===== config.mk =====
export PLATFORM = sky130hd
export DESIGN_NAME = avmm_lvds_bridge_avm_if
export DESIGN_NICKNAME = d
export VERILOG_FILES = /design/src/rtl/avmm_lvds_bridge_pkg.sv /design/src/rtl/avmm_lvds_bridge_avm_if.sv
export SDC_FILE = /design/constraint.sdc
export NUM_CORES = 1
export LEC_CHECK = 0
export BUFFER_PORTS_ARGS = -buffer_cell sky130_fd_sc_hd__buf_2
export CORE_MARGIN = 8
export CORE_UTILIZATION = 48
export DETAILED_ROUTE_END_ITERATION = 10
export PLACE_DENSITY = 0.79
export SLEW_MARGIN = 25
export SYNTH_ARGS = -nofsm -noshare
export SYNTH_HDL_FRONTEND = slang
export SYNTH_SLANG_ARGS = --single-unit

===== constraint.sdc =====
create_clock -name clk_i -period 2.75 [get_ports clk_i]
set_clock_uncertainty 0.1 [all_clocks]
set_input_delay 0.1375 -clock clk_i [delete_from_list [all_inputs] [get_ports clk_i]]
set_output_delay 0.1375 -clock clk_i [all_outputs]
set_load 0.02 [all_outputs]

===== src/rtl/avmm_lvds_bridge_pkg.sv =====
// Shared definitions for both ends of the Avalon-MM over LVDS bridge:
// request header layout, command encoding and the burst length limit.
package avmm_lvds_bridge_pkg;

    // Longest burst either side may issue; also the response FIFO depth.
    localparam int MAX_BURST = 64;

    // Header word layout: {cmd, byteenable, burstcount (low bits)}.
    localparam int HDR_CMD_MSB = 31;
    localparam int HDR_CMD_LSB = 30;
    localparam int HDR_BE_MSB  = 29;
    localparam int HDR_BE_LSB  = 26;
    localparam int HDR_CNT_W   = 26;

    typedef enum logic [1:0] {
        CMD_SWR = 2'b00,  // single write
        CMD_SRD = 2'b01,  // single read
        CMD_BWR = 2'b10,  // burst write
        CMD_BRD = 2'b11   // burst read
    } cmd_t;

    typedef struct packed {
        cmd_t                 cmd;
        logic [3:0]           be;
        logic [HDR_CNT_W-1:0] cnt_field;
    } hdr_t;

    // Bit 1 of the command selects burst, bit 0 selects read.
    function automatic logic cmd_is_burst(input cmd_t c);
        return c[1];
    endfunction

    function automatic logic cmd_is_read(input cmd_t c);
        return c[0];
    endfunction

endpackage


===== src/rtl/avmm_lvds_bridge_avm_if.sv =====
// Remote-side Avalon-MM master of the LVDS bridge. Pops request packets
// from the RX request FIFO, replays them as single or burst Avalon-MM
// transactions and pushes read data into the response TX FIFO. Writes are
// posted; only reads produce response words.
module avmm_lvds_bridge_avm_if
    import avmm_lvds_bridge_pkg::*;
#(
    parameter int BURSTCNT_W = 11,
    parameter int ADDR_W     = 19
) (
    input  logic                  clk_i,
    input  logic                  rst_i,
    input  logic [31:0]           req_q_i,
    input  logic                  req_rdempty_i,
    output logic                  req_rdreq_o,
    output logic [ADDR_W-1:0]     m0_address_o,
    output logic [3:0]            m0_byteenable_o,
    output logic [31:0]           m0_writedata_o,
    input  logic [31:0]           m0_readdata_i,
    output logic                  m0_write_o,
    output logic                  m0_read_o,
    input  logic                  m0_waitrequest_i,
    input  logic                  m0_readdatavalid_i,
    output logic [BURSTCNT_W-1:0] m0_burstcount_o,
    output logic [31:0]           resp_data_o,
    output logic                  resp_valid_o,
    output logic                  bad_hdr_o
);

    typedef enum logic [2:0] {
        ST_IDLE,
        ST_ADDR,
        ST_WR,
        ST_RD_CMD,
        ST_RD_DATA
    } state_t;

    state_t                state;
    hdr_t                  hdr;
    cmd_t                  cmd_q;
    logic [3:0]            be_q;
    logic [BURSTCNT_W-1:0] cnt_q;
    logic [BURSTCNT_W-1:0] beat_q;
    logic [BURSTCNT_W-1:0] beat_nxt;
    logic                  burst_bad;
    logic                  wr_accept;
    logic                  unused_hdr;

    assign hdr        = hdr_t'(req_q_i);
    // Header count bits above BURSTCNT_W carry no meaning on this side.
    assign unused_hdr = ^hdr;

    assign beat_nxt  = beat_q + BURSTCNT_W'(1);
    assign burst_bad = cmd_is_burst(cmd_q) &&
                       ((cnt_q == '0) || (cnt_q > BURSTCNT_W'(MAX_BURST)));
    assign wr_accept = m0_write_o && !m0_waitrequest_i;

    // FIFO pop and write strobe follow the FIFO head directly so a beat can
    // be issued in the same cycle a word shows up.
    always_comb begin
        // NOTE: every output gets a default before the case so no path can
        // leave one unassigned and infer a latch.
        req_rdreq_o    = 1'b0;
        m0_write_o     = 1'b0;
        m0_writedata_o = '0;
        // Held low during reset so nothing is popped or written while the
        // state register is still being cleared.
        if (!rst_i) begin
            case (state)
                ST_IDLE, ST_ADDR: begin
                    req_rdreq_o = !req_rdempty_i;
                end
                ST_WR: begin
                    m0_write_o     = !req_rdempty_i;
                    m0_writedata_o = req_q_i;
                    req_rdreq_o    = !req_rdempty_i && !m0_waitrequest_i;
                end
                default: ;
            endcase
        end
    end

    // Packet FSM: header/address decode, beat counting and registered outputs.
    always_ff @(posedge clk_i) begin
        // NOTE: state is updated with non-blocking assignments so every
        // register samples pre-edge values, independent of statement order.
        if (rst_i) begin
            state           <= ST_IDLE;
            cmd_q           <= CMD_SWR;
            be_q            <= '0;
            cnt_q           <= '0;
            beat_q          <= '0;
            m0_address_o    <= '0;
            m0_byteenable_o <= '0;
            m0_burstcount_o <= '0;
            m0_read_o       <= 1'b0;
            resp_data_o     <= '0;
            resp_valid_o    <= 1'b0;
            bad_hdr_o       <= 1'b0;
        end else begin
            resp_valid_o <= 1'b0;
            bad_hdr_o    <= 1'b0;
            case (state)
                ST_IDLE: begin
                    if (!req_rdempty_i) begin
                        cmd_q  <= hdr.cmd;
                        be_q   <= hdr.be;
                        cnt_q  <= hdr.cnt_field[BURSTCNT_W-1:0];
                        beat_q <= '0;
                        state  <= ST_ADDR;
                    end
                end
                ST_ADDR: begin
                    if (!req_rdempty_i) begin
                        if (burst_bad) begin
                            // Rejected burst: its data words (if any) are not
                            // consumed, the next word is taken as a header.
                            bad_hdr_o <= 1'b1;
                            state     <= ST_IDLE;
                        end else begin
                            m0_address_o <= req_q_i[ADDR_W-1:0];
                            if (cmd_is_burst(cmd_q)) begin
                                m0_byteenable_o <= 4'hF;
                                m0_burstcount_o <= cnt_q;
                            end else begin
                                m0_byteenable_o <= be_q;
                                m0_burstcount_o <= BURSTCNT_W'(1);
                            end
                            if (cmd_is_read(cmd_q)) begin
                                m0_read_o <= 1'b1;
                                state     <= ST_RD_CMD;
                            end else begin
                                state <= ST_WR;
                            end
                        end
                    end
                end
                ST_WR: begin
                    if (wr_accept) begin
                        beat_q <= beat_nxt;
                        if (beat_nxt == m0_burstcount_o) begin
                            state <= ST_IDLE;
                        end
                    end
                end
                ST_RD_CMD, ST_RD_DATA: begin
                    if (state == ST_RD_CMD && !m0_waitrequest_i) begin
                        m0_read_o <= 1'b0;
                        state     <= ST_RD_DATA;
                    end
                    if (m0_readdatavalid_i) begin
                        resp_data_o  <= m0_readdata_i;
                        resp_valid_o <= 1'b1;
                        beat_q       <= beat_nxt;
                        if (beat_nxt == m0_burstcount_o) begin
                            m0_read_o <= 1'b0;
                            state     <= ST_IDLE;
                        end
                    end
                end
                default: state <= ST_IDLE;
            endcase
        end
    end

endmodule


==> impl_metrics.yaml <==
layout:
  fin_cells: 884
  drive_above_1_share_pct: 26.5
  final_cell_area_um2: 6020
  final_nets: 841
  fillers: 702
  area_growth_pct: 39.3
  antenna_cells: 0
synth:
  synthCells: 563
  ys_types: 51
  ys_async_sr_fraction_pct: 0
  yosysTopAreaCell: "dfxtp_1"
  synth_top_area_share_pct: 46.3
  synth-edff-count: 0
  yosys-top-cells-area: "dfxtp_1 (46%), nand2_1 (14%), a21oi_1 (10%), and2_1 (5.8%), xnor2_1 (2.8%)"
  netlist_area_um2: 4320
  yosysWarnings: 0
  synth_nets: 633
  ys_ff_latch: 100
  syn_avg_cell_area_um2: 7.68
  synth_flop_cell: "dfxtp_1"
  yosysSeqAreaShare_pct: 46.3
grt:
  grt_usage_pct: 21.6
  grt_max_degree: 98
  grt_pass1_vias: 4644
  overflow: 0
  antenna_found_initial: 0
  grt_pass1_wl_um: 22400
sta:
  hold_violations: 0
  fin_tns_setup_ns: 0
  period_needed_ns: 2.52
  tightest_slew_ns: 0.982
  fmax_mhz: 396
  maxSlewViolCount: 0
  hold_ws_ns: 0.0276
  rsz0062_at_grt: "no"
  setup_viol: 0
  fin_crit_sh_pct: 91.7
  slew_headroom_pct: 34.6
route:
  drt_wl_total_um: 13900
  viasPerCell: 5.25
  remaining_drc_errors: 0
  firstDrtPassIters: 5
  drtIter0Drc: 282
  wire_per_inst_um: 15.7
  vias: 4644
  postRouteAntennaNets: 0
power_and_ir_drop:
  p_leak_nw: 2.63
  ir_drop_v: 0.000334
  powerDensity_nw_per_um2: 489
worst_setup_path:
  cpMaxStageDelayCell: "dfxtp_1"
  path_max_fanout: 7
  r2r_cells: 8
  cpPeakStageDelay_ns: 0.45
  worstReg2RegStart: "beat_q[0]"
  regToRegSetupSlack_ns: 0.23
  worstPathCellList: "ha_2, and2_1, nand4_1, xnor2_1, a2111oi_1, and4b_2, o211ai_1, a22o_1"
  setup.worst_path.start: "beat_q[0]"
  crit_type: "reg2reg"
  end_kind: "flop"
  r2r_end: "state[1]"
  endpoint: "state[1]"
  required_ns: 2.91
  crit_arrival_ns: 2.69
  startpoint_type: "flop"
placement:
  port_buffers: 171
  place_hpwl_um: 8980
  dp.cells: 810
  gp_congestion: 0.900
  place_area_um2: 5230
floorplan:
  ioPinCount: 172
  dieWidth_um: 111
  chipHeight_um: 111
  core_area_um2: 8720
  start_util_pct: 49.6
  dieArea_um2: 12300
  std_cell_rows: 34
min_path:
  hold_path.class: "in2reg"
  hold_start: "rst_i"
clock_tree:
  cts_root_buf: "clkbuf_8"
  cts_tree: "done"
  post_cts_buffers: 0
  cts_buffers: 9
  clockBufferDepth: 2
  clkTransAtPathRegs_ns: 0.10
  cts_max_level: 3
  clock-sinks: 100
  clk_latency_ns: 0.37
run:
  cap_violations: 0
status:
  status: "completed"
what timing repair did:
action	in CTS	in global routing
setup endpoints to repair	0	2
hold buffers	58	0
resized for setup	0	3
hold endpoints to repair	69	0
worst min path at each step:
| stage | to | cells past startpoint |
|---|---|---|
| after floorplan | cnt_q[10] | 2 |
| after global placement | resp_data_o[12] | 3 |
| after detailed placement | resp_data_o[17] | 3 |
| after CTS | state[2] | 4 |
| after global routing | m0_read_o | 3 |
| final | m0_read_o | 3 |
report_power, final:
group	total, mW	switching [mW]	internal, mW
logic	0.474	0.269	0.205
clock network	0.930	0.568	0.362
registers	1.54	0.0421	1.50
total	2.95	0.879	2.07
synthesized netlist by cell type, types with 3 or more instances:
| cell type | count |
|---|---|
| a21oi_1 | 87 |
| a311oi_1 | 3 |
| and2_1 | 40 |
| and3_1 | 4 |
| buf_2 | 7 |
| clkbuf_1 | 29 |
| dfxtp_1 | 100 |
| inv_1 | 4 |
| nand2_1 | 160 |
| nand2b_1 | 5 |
| nand3_1 | 10 |
| nand3b_1 | 4 |
| nor2_1 | 21 |
| nor3_1 | 12 |
| o211ai_1 | 3 |
| o21ai_0 | 10 |
| or3_1 | 6 |
| xnor2_1 | 14 |
state kept, by name, indices dropped and copies added (netlist names):
signal and count:
bad_hdr_o 1, cmd_q 2, beat_q 11, m0_byteenable_o 4
cnt_q 11, be_q 4, m0_address_o 19, m0_burstcount_o 11
resp_valid_o 1, resp_data_o 32, state 3, m0_read_o 1
critical path, delay by kind of cell (launching register included):
family | cells | cell delay, ns
flops | 1 | 0.45
fa+ha+maj | 1 | 0.29
simple gates | 3 | 0.79
compound gates | 3 | 0.62
xor+xnor | 1 | 0.19
final cells by class:
cell class | instances | area, um2 | area share, %
Multi-Input combinational cell | 419 | 2160 | 35.8
Sequential cell | 100 | 2000 | 33.3
Timing Repair Buffer | 237 | 1510 | 25.1
Tap cell | 108 | 135 | 2.24
Clock buffer | 9 | 124 | 2.06
Clock inverter | 7 | 77.6 | 1.29
Inverter | 4 | 15.0 | 0.249
layout by cell type (no fill, tap or decap), types with 2 or more instances in the layout:
| master | instances |
|---|---|
| a21o_1 | 2 |
| a21oi_1 | 87 |
| a311oi_1 | 3 |
| a31oi_1 | 2 |
| and2_1 | 40 |
| and3_1 | 4 |
| buf_2 | 171 |
| buf_4 | 7 |
| clkbuf_8 | 9 |
| clkinv_8 | 2 |
| dfxtp_1 | 100 |
| dlygate4sd3_1 | 58 |
| inv_1 | 4 |
| inv_6 | 2 |
| inv_8 | 2 |
| nand2_1 | 160 |
| nand2b_1 | 5 |
| nand3_1 | 10 |
| nand3b_1 | 4 |
| nand4_1 | 2 |
| nand4b_1 | 2 |
| nor2_1 | 21 |
| nor3_1 | 11 |
| nor3_2 | 2 |
| o211ai_1 | 3 |
| o21a_1 | 2 |
| o21ai_0 | 10 |
| o31a_1 | 2 |
| or3_1 | 6 |
| or4_1 | 2 |
| xnor2_1 | 14 |
| xor2_1 | 2 |
metrics by stage:
| stage | worst slack (ns) | power (mW) | utilization (%) |
|---|---|---|---|
| floorplan | 0.416 | 1.82 | - |
| global route | 0.0169 | 3.08 | 69.0 |
| global placement | 0.266 | 1.97 | 60.0 |
| CTS | 0.143 | 2.96 | 69.0 |
| detailed placement | 0.149 | 1.98 | 60.0 |
| finish | 0.228 | 2.95 | 69.0 |
cells by family after synthesis:
| group | count (synthesis) | synth area share, % |
|---|---|---|
| AND/OR/NAND/NOR | 279 | 30.0 |
| AO/OA/AOI/OAI | 123 | 16.0 |
| flip-flops | 100 | 46.3 |
| buffers and inverters | 44 | 4.20 |
| XOR/XNOR | 16 | 3.24 |
| adder cells (fa/ha/maj) | 1 | 0.289 |
layer usage:
metal	share of wire [%]	GRT usage (%)
met2	49	38.0
met4	2.5	9.19
met1	40	23.4
met5	0	0
met3	7.9	6.39
Power figures use the tool's default switching activity.
